--- config.mk ---
export PLATFORM = sky130hd
export DESIGN_NAME = tm1638_key_reader_flat
export DESIGN_NICKNAME = d
export VERILOG_FILES = /design/src/rtl/tm1638_pkg.sv /design/src/rtl/tm1638_key_reader_if.sv /design/src/rtl/tm1638_sclk_gen.sv /design/src/rtl/tm1638_key_reader.sv /design/src/flat_wrapper.sv
export SDC_FILE = /design/constraint.sdc
export NUM_CORES = 1
export LEC_CHECK = 0
export BUFFER_PORTS_ARGS = -buffer_cell sky130_fd_sc_hd__buf_2
export CAP_MARGIN = 20
export CORE_UTILIZATION = 55
export CTS_CLUSTER_DIAMETER = 150
export DETAILED_ROUTE_END_ITERATION = 10
export PLACE_DENSITY = 0.78
export SYNTH_ARGS = -nofsm -noshare
export SYNTH_HDL_FRONTEND = slang
export SYNTH_SLANG_ARGS = --single-unit
--- constraint.sdc ---
create_clock -name clk -period 2.3 [get_ports clk]
set_input_delay 0.23 -clock clk [delete_from_list [all_inputs] [get_ports clk]]
set_output_delay 0.23 -clock clk [all_outputs]
set_load 0.005 [all_outputs]
--- src/rtl/tm1638_pkg.sv ---
// Shared TM1638 constants and types for the key reader (and the display writer,
// which reuses the command constants and the SCLK phase generator).
package tm1638_pkg;

  localparam logic [7:0] CMD_READ_KEYS = 8'h42;
  localparam int KEY_BYTES = 4;
  localparam int KEY_BITS  = 8;
  localparam int RX_BITS   = KEY_BYTES * 8;

  typedef enum logic [2:0] {
    ST_IDLE,
    ST_SETUP,
    ST_CMD,
    ST_WAIT,
    ST_READ,
    ST_DONE
  } tm1638_rd_state_t;

  // Key Si lives in bit 0 (S1..S4) or bit 4 (S5..S8) of read byte (i-1)%4.
  function automatic logic [KEY_BITS-1:0] keys_from_rx(input logic [RX_BITS-1:0] rx);
    logic [KEY_BITS-1:0] k;
    k = '0;
    for (int b = 0; b < KEY_BYTES; b++) begin
      k[b]     = rx[8*b];
      k[b + 4] = rx[8*b + 4];
    end
    return k;
  endfunction

  // Lowest pressed key wins; 0 means nothing pressed.
  function automatic logic [3:0] key_code_f(input logic [KEY_BITS-1:0] k);
    logic [3:0] code;
    code = 4'd0;
    for (int i = KEY_BITS - 1; i >= 0; i--) begin
      if (k[i]) code = 4'(i + 1);
    end
    return code;
  endfunction

endpackage

--- src/rtl/tm1638_key_reader_if.sv ---
// Bundles the user handshake and the TM1638 pin signals of the key reader.
interface tm1638_key_reader_if;
  import tm1638_pkg::*;

  // start is sampled only while idle; busy is high from the cycle after an
  // accepted start through the done cycle; done pulses for one cycle with
  // keys/key_code updated in that same cycle.
  logic                start;
  logic                busy;
  logic                done;
  logic [KEY_BITS-1:0] keys;
  logic [3:0]          key_code;
  logic                stb;
  logic                sclk;
  logic                dio_o;
  logic                dio_oe;
  logic                dio_i;

  modport master (
    output start, dio_i,
    input  busy, done, keys, key_code, stb, sclk, dio_o, dio_oe
  );

  modport slave (
    input  start, dio_i,
    output busy, done, keys, key_code, stb, sclk, dio_o, dio_oe
  );

endinterface

--- src/rtl/tm1638_sclk_gen.sv ---
// SCLK half-period counter: strobes ph_end on the last cycle of each phase and
// flips phase_hi there. clr restarts it in a high phase (the STB setup time).
module tm1638_sclk_gen #(
  parameter int CLK_DIV = 50
) (
  input  logic clk,
  input  logic rst,
  input  logic clr,
  input  logic en,
  output logic ph_end,
  output logic phase_hi
);

  localparam int CW = (CLK_DIV > 1) ? $clog2(CLK_DIV) : 1;
  localparam logic [CW-1:0] CNT_MAX = CW'(CLK_DIV - 1);

  logic [CW-1:0] cnt_q, cnt_d;
  logic          phase_q, phase_d;

  always_comb begin
    ph_end  = en && (cnt_q == CNT_MAX);
    cnt_d   = cnt_q;
    phase_d = phase_q;
    if (clr) begin
      cnt_d   = '0;
      phase_d = 1'b1;
    end else if (ph_end) begin
      cnt_d   = '0;
      phase_d = ~phase_q;
    end else if (en) begin
      cnt_d = cnt_q + 1'b1;
    end
  end

  always_ff @(posedge clk) begin
    if (rst) begin
      cnt_q   <= '0;
      phase_q <= 1'b1;
    end else begin
      cnt_q   <= cnt_d;
      phase_q <= phase_d;
    end
  end

  assign phase_hi = phase_q;

endmodule

--- src/rtl/tm1638_key_reader.sv ---
// TM1638 key-scan reader: sends the read-keys command, reads 4 bytes LSB first
// and reduces them to an 8-bit pressed mask plus a priority-encoded key number.
module tm1638_key_reader
  import tm1638_pkg::*;
#(
  parameter int CLK_DIV     = 50,
  parameter int WAIT_CYCLES = 100
) (
  input  logic                 clk,
  input  logic                 rst,
  tm1638_key_reader_if.slave   bus,
  output tm1638_rd_state_t     dbg_state
);

  localparam int WW = (WAIT_CYCLES > 1) ? $clog2(WAIT_CYCLES) : 1;
  localparam logic [WW-1:0] WAIT_LAST = WW'(WAIT_CYCLES - 1);
  localparam logic [4:0]    CMD_LAST  = 5'd7;
  localparam logic [4:0]    RX_LAST   = 5'(RX_BITS - 1);

  tm1638_rd_state_t    state_q, state_d;
  logic                busy_q, busy_d, done_q, done_d;
  logic                stb_q, stb_d, sclk_q, sclk_d;
  logic                dio_o_q, dio_o_d, dio_oe_q, dio_oe_d;
  logic [KEY_BITS-1:0] keys_q, keys_d;
  logic [3:0]          key_code_q, key_code_d;
  logic [7:0]          tx_q, tx_d;
  logic [RX_BITS-1:0]  rx_q, rx_d;
  logic [4:0]          bit_q, bit_d;
  logic [WW-1:0]       wait_q, wait_d;
  logic [KEY_BITS-1:0] rx_keys;

  logic gen_clr, gen_en, ph_end, phase_hi;

  assign gen_clr = (state_q == ST_IDLE) && bus.start;
  assign gen_en  = (state_q == ST_SETUP) || (state_q == ST_CMD) || (state_q == ST_READ);
  assign rx_keys = keys_from_rx(rx_q);

  tm1638_sclk_gen #(.CLK_DIV(CLK_DIV)) u_sclk_gen (
    .clk      (clk),
    .rst      (rst),
    .clr      (gen_clr),
    .en       (gen_en),
    .ph_end   (ph_end),
    .phase_hi (phase_hi)
  );

  always_comb begin
    state_d    = state_q;
    busy_d     = busy_q;
    done_d     = done_q;
    stb_d      = stb_q;
    sclk_d     = sclk_q;
    dio_o_d    = dio_o_q;
    dio_oe_d   = dio_oe_q;
    keys_d     = keys_q;
    key_code_d = key_code_q;
    tx_d       = tx_q;
    rx_d       = rx_q;
    bit_d      = bit_q;
    wait_d     = wait_q;
    case (state_q)
      ST_IDLE: if (bus.start) begin
        state_d  = ST_SETUP;
        busy_d   = 1'b1;
        stb_d    = 1'b0;
        sclk_d   = 1'b1;
        dio_oe_d = 1'b1;
        dio_o_d  = 1'b0;
        tx_d     = CMD_READ_KEYS;
        bit_d    = '0;
      end
      ST_SETUP: if (ph_end) begin
        state_d = ST_CMD;
        sclk_d  = 1'b0;
        dio_o_d = tx_q[0];
        tx_d    = tx_q >> 1;
        bit_d   = '0;
      end
      ST_CMD: if (ph_end) begin
        if (!phase_hi) begin
          sclk_d = 1'b1;
        end else if (bit_q == CMD_LAST) begin
          // Release DIO while SCLK is high so the chip's first drive never fights us.
          state_d  = ST_WAIT;
          dio_oe_d = 1'b0;
          dio_o_d  = 1'b0;
          wait_d   = '0;
        end else begin
          sclk_d  = 1'b0;
          dio_o_d = tx_q[0];
          tx_d    = tx_q >> 1;
          bit_d   = bit_q + 1'b1;
        end
      end
      ST_WAIT: begin
        if (wait_q == WAIT_LAST) begin
          state_d = ST_READ;
          sclk_d  = 1'b0;
          bit_d   = '0;
        end else begin
          wait_d = wait_q + 1'b1;
        end
      end
      ST_READ: if (ph_end) begin
        if (!phase_hi) begin
          sclk_d = 1'b1;
          rx_d   = {bus.dio_i, rx_q[RX_BITS-1:1]};
        end else if (bit_q == RX_LAST) begin
          state_d    = ST_DONE;
          stb_d      = 1'b1;
          done_d     = 1'b1;
          keys_d     = rx_keys;
          key_code_d = key_code_f(rx_keys);
        end else begin
          sclk_d = 1'b0;
          bit_d  = bit_q + 1'b1;
        end
      end
      ST_DONE: begin
        state_d = ST_IDLE;
        done_d  = 1'b0;
        busy_d  = 1'b0;
      end
      default: state_d = ST_IDLE;
    endcase
  end

  always_ff @(posedge clk) begin
    if (rst) begin
      state_q    <= ST_IDLE;
      busy_q     <= 1'b0;
      done_q     <= 1'b0;
      stb_q      <= 1'b1;
      sclk_q     <= 1'b1;
      dio_o_q    <= 1'b0;
      dio_oe_q   <= 1'b0;
      keys_q     <= '0;
      key_code_q <= '0;
      tx_q       <= '0;
      rx_q       <= '0;
      bit_q      <= '0;
      wait_q     <= '0;
    end else begin
      state_q    <= state_d;
      busy_q     <= busy_d;
      done_q     <= done_d;
      stb_q      <= stb_d;
      sclk_q     <= sclk_d;
      dio_o_q    <= dio_o_d;
      dio_oe_q   <= dio_oe_d;
      keys_q     <= keys_d;
      key_code_q <= key_code_d;
      tx_q       <= tx_d;
      rx_q       <= rx_d;
      bit_q      <= bit_d;
      wait_q     <= wait_d;
    end
  end

  assign bus.busy     = busy_q;
  assign bus.done     = done_q;
  assign bus.stb      = stb_q;
  assign bus.sclk     = sclk_q;
  assign bus.dio_o    = dio_o_q;
  assign bus.dio_oe   = dio_oe_q;
  assign bus.keys     = keys_q;
  assign bus.key_code = key_code_q;
  assign dbg_state    = state_q;

endmodule

--- src/flat_wrapper.sv ---
// flat-port wrapper written by rule: the top's interface ports become plain ports
module tm1638_key_reader_flat import tm1638_pkg::*;
#(
  parameter int CLK_DIV     = 50,
  parameter int WAIT_CYCLES = 100
)
  (clk, rst, dbg_state, bus_start, bus_dio_i, bus_busy, bus_done, bus_keys, bus_key_code, bus_stb, bus_sclk, bus_dio_o, bus_dio_oe);
  tm1638_key_reader_if bus_i ();
  input  logic clk;
  input  logic rst;
  output tm1638_rd_state_t dbg_state;
  input wire logic [$bits(bus_i.start)-1:0] bus_start;
  input wire logic [$bits(bus_i.dio_i)-1:0] bus_dio_i;
  output wire logic [$bits(bus_i.busy)-1:0] bus_busy;
  output wire logic [$bits(bus_i.done)-1:0] bus_done;
  output wire logic [$bits(bus_i.keys)-1:0] bus_keys;
  output wire logic [$bits(bus_i.key_code)-1:0] bus_key_code;
  output wire logic [$bits(bus_i.stb)-1:0] bus_stb;
  output wire logic [$bits(bus_i.sclk)-1:0] bus_sclk;
  output wire logic [$bits(bus_i.dio_o)-1:0] bus_dio_o;
  output wire logic [$bits(bus_i.dio_oe)-1:0] bus_dio_oe;
  assign bus_i.start = bus_start;
  assign bus_i.dio_i = bus_dio_i;
  assign bus_busy = bus_i.busy;
  assign bus_done = bus_i.done;
  assign bus_keys = bus_i.keys;
  assign bus_key_code = bus_i.key_code;
  assign bus_stb = bus_i.stb;
  assign bus_sclk = bus_i.sclk;
  assign bus_dio_o = bus_i.dio_o;
  assign bus_dio_oe = bus_i.dio_oe;
  tm1638_key_reader #(.CLK_DIV(CLK_DIV), .WAIT_CYCLES(WAIT_CYCLES)) u_core (.clk(clk), .rst(rst), .bus(bus_i), .dbg_state(dbg_state));
endmodule
==> flow_summary.yaml <==
global_route:
  grt_usage: 0.234
  grt_pass1_wl_um: 12000
  antenna_found_initial: 0
  grt_pass1_vias: 2614
  grt_max_degree: 33
  overflow: 0
clock_tree:
  clk_latency_ns: 0.35
  root_buffer: "clkbuf_8"
  cts_buffer_depth: 2
  postCtsHoldBufs: 0
  clkSinkCount: 79
  cts_setup_buffers: 0
  cts_resized: 0
  cts_htree_levels: 3
  cts_tree: "built"
  cts_made_buffers: 9
  clk_pin_slew_ns: 0.08
power:
  seq_power_share: 0.544
  p_clk_frac: 0.409
  p_leak_nw: 1.42
  p_int_mw: 1.96
  power.density_nw_per_um2: 669
  power.share.switching: 0.236
  ir_worst_vdd_mv: 0.636
  p_switching_uw: 606
  pwr-share-comb: 0.047
timing:
  fin_skew_ns: 0.0117
  maxSlewViolCount: 0
  fin_crit_sh: 0.915
  period_minus_slack_ns: 2.10
  fmax_ghz: 0.475
  worst_slew_pin_slew_ns: 0.624
  maxSlewHeadroom: 0.584
  rsz0062_at_grt: "no"
  hold_viol: 0
  setup_viol: 0
  setup_tns_ns: 0
setup_path:
  critical_path.slowest_cell: "dfxtp_1"
  path_cells: "nand2b_1, a211o_1, a211o_1, mux2_4, nor2_2"
  max_stage_delay_ns: 0.67
  crit_buf_inv: 0
  reg2reg_from: "u_core.dbg_state[0]"
  critPathKind: "flop to flop"
  end_kind: "flop"
  cp-start-kind: "flop"
  cp.required_ns: 2.59
  critPathLaunch: "u_core.dbg_state[0]"
  path_depth: 5
  crit_path_max_fanout: 16
  crit_top_cell: "a211o_1"
  cp_data_arrival_time_ns: 2.39
  critical_path.top_delay_family: "compound AO/OA/AOI/OAI gates"
  reg2reg_depth: 5
synthesis:
  synth_flop_cell: "dfxtp_1"
  syn_inst: 419
  syn_avg_cell_area_um2: 8.33
  synth.yosys.warnings: 0
  synth_seq_cells: 79
  synth-async-reset-ratio: 0
  ys_types: 58
  syn-num-nets: 428
  synth_edf_count: 0
  syn_area_um2: 3490
  seq_area_frac_synth: 0.453
hold_path:
  holdPathStages: 3
  hold_path.class: "primary input to flop"
  worstHoldStart: "bus_dio_i"
route:
  dr_total_vias: 2907
  drt_iter0_drc: 188
  routed_wl_um: 7060
  drt-wirelength-per-cell_um: 13.6
  drc_errors: 0
  drtAntennaViolNets: 0
  dr.pass1.iters: 5
  viasPerCell: 5.60
floorplanning:
  die_h_um: 81.7
  rows: 28
  dieArea_um2: 6670
  io_pins: 25
  initial_utilization: 0.579
  core_um2: 6030
  die_w_um: 81.7
place:
  hpwl_um: 4840
  place_congestion: 0.850
  io_buffers: 24
job:
  drv_cap: 0
cells_and_area:
  layout_commonest_cell: "nand2_1"
  fin_nets: 448
  n_antenna_cell: 0
  syn_to_final_growth_pct: 10.0
  layout_common_cells: "83 x nand2_1, 79 x dfxtp_1, 56 x a21oi_1"
  final_core_util: 0.637
  layout-drive-gt1-share: 0.137
status:
  status: "completed"
## metrics by stage
stage / hold slack [ns] / power (mW) / area [um^2] / std cells / setup WS (ns)
4_1_cts: 0.127 / 2.58 / 3840 / 519 / 0.225
5_1_grt: 0.134 / 2.67 / 3840 / 519 / 0.0785
2_1_floorplan: 0.333 / 1.52 / 3490 / 419 / 0.506
3_3_place_gp: 0.436 / 1.55 / 3630 / 503 / 0.307
3_5_place_dp: 0.441 / 1.55 / 3630 / 503 / 0.240
6_report: 0.135 / 2.57 / 3840 / 519 / 0.196
## flip-flops by register name, indices dropped and copies added (netlist names), 3 cells and up
| name | cells |
|---|---|
| u_core.bit_q | 5 |
| u_core.bus.key_code | 4 |
| u_core.bus.keys | 8 |
| u_core.dbg_state | 3 |
| u_core.rx_q | 32 |
| u_core.tx_q | 7 |
| u_core.u_sclk_gen.cnt_q | 6 |
| u_core.wait_q | 7 |
## cells by family (layout without fill, tap and decap cells)
family,after synthesis,count (layout),synth area share
and+or+nand+nor,180,180,0.245
AOI/OAI and AO/OA,94,94,0.157
DFF,79,79,0.453
buffers and inverters,36,61,0.0545
muxes,17,17,0.0516
xor gates and xnor gates,8,8,0.0201
adders and majority gates,5,5,0.0179
## worst register-to-register path: stages (launching register included)
cell      delay, ns
dfxtp_1        0.67
nand2b_1       0.20
a211o_1        0.31
a211o_1        0.44
mux2_4         0.35
nor2_2         0.07
## synthesized netlist by cell type, types with 3 or more instances
cell | n | area, um^2
nand2_1 | 83 | 312
dfxtp_1 | 79 | 1580
a21oi_1 | 56 | 280
nor2_1 | 37 | 139
mux2i_1 | 15 | 150
o21ai_0 | 12 | 60.1
inv_1 | 11 | 41.3
nand3_1 | 9 | 45.0
buf_2 | 8 | 40.0
clkbuf_1 | 8 | 30.0
nand4_1 | 8 | 50.1
nor3_1 | 7 | 35.0
xor2_1 | 6 | 52.6
and2_1 | 5 | 31.3
buf_6 | 5 | 56.3
ha_1 | 5 | 62.6
o31ai_1 | 5 | 37.5
or3_1 | 5 | 31.3
and3_1 | 3 | 18.8
## cell type report
| cell class | instances | area (um^2) |
|---|---|---|
| fillers | 544 | 2190 |
| multi-input cells | 304 | 1720 |
| flip-flops and latches | 79 | 1580 |
| repair buffers | 33 | 188 |
| clock buffers | 10 | 138 |
| well taps | 75 | 93.8 |
| clock inverters | 6 | 68.8 |
| inverters | 12 | 45.0 |
## metal layers
metal | GRT usage | up-vias | share of wire
met1 | 0.317 | 1372 | 0.49
met5 | 0 | - | 0
met2 | 0.363 | 43 | 0.47
li1 | - | 1485 | -
met3 | 0.0544 | 7 | 0.035
met4 | 0.0842 | 0 | 0.0062
## power groups by stage
stage	combinational (mW)	sequential, mW	clock (mW)
3_5_place_dp	0.120	1.43	0
3_3_place_gp	0.118	1.43	0
6_report	0.121	1.40	1.05
5_1_grt	0.134	1.40	1.14
2_1_floorplan	0.0943	1.42	0
4_1_cts	0.121	1.40	1.07
## worst paths after layout
kind / to / slack [ns]
max: u_core.tx_q[5] / 0.20
max reg2reg: u_core.tx_q[5] / 0.20
min: u_core.rx_q[31] / 0.14
min reg2reg: u_core.tx_q[1] / 0.45
Note: power is estimated with default switching activity, not from simulation.
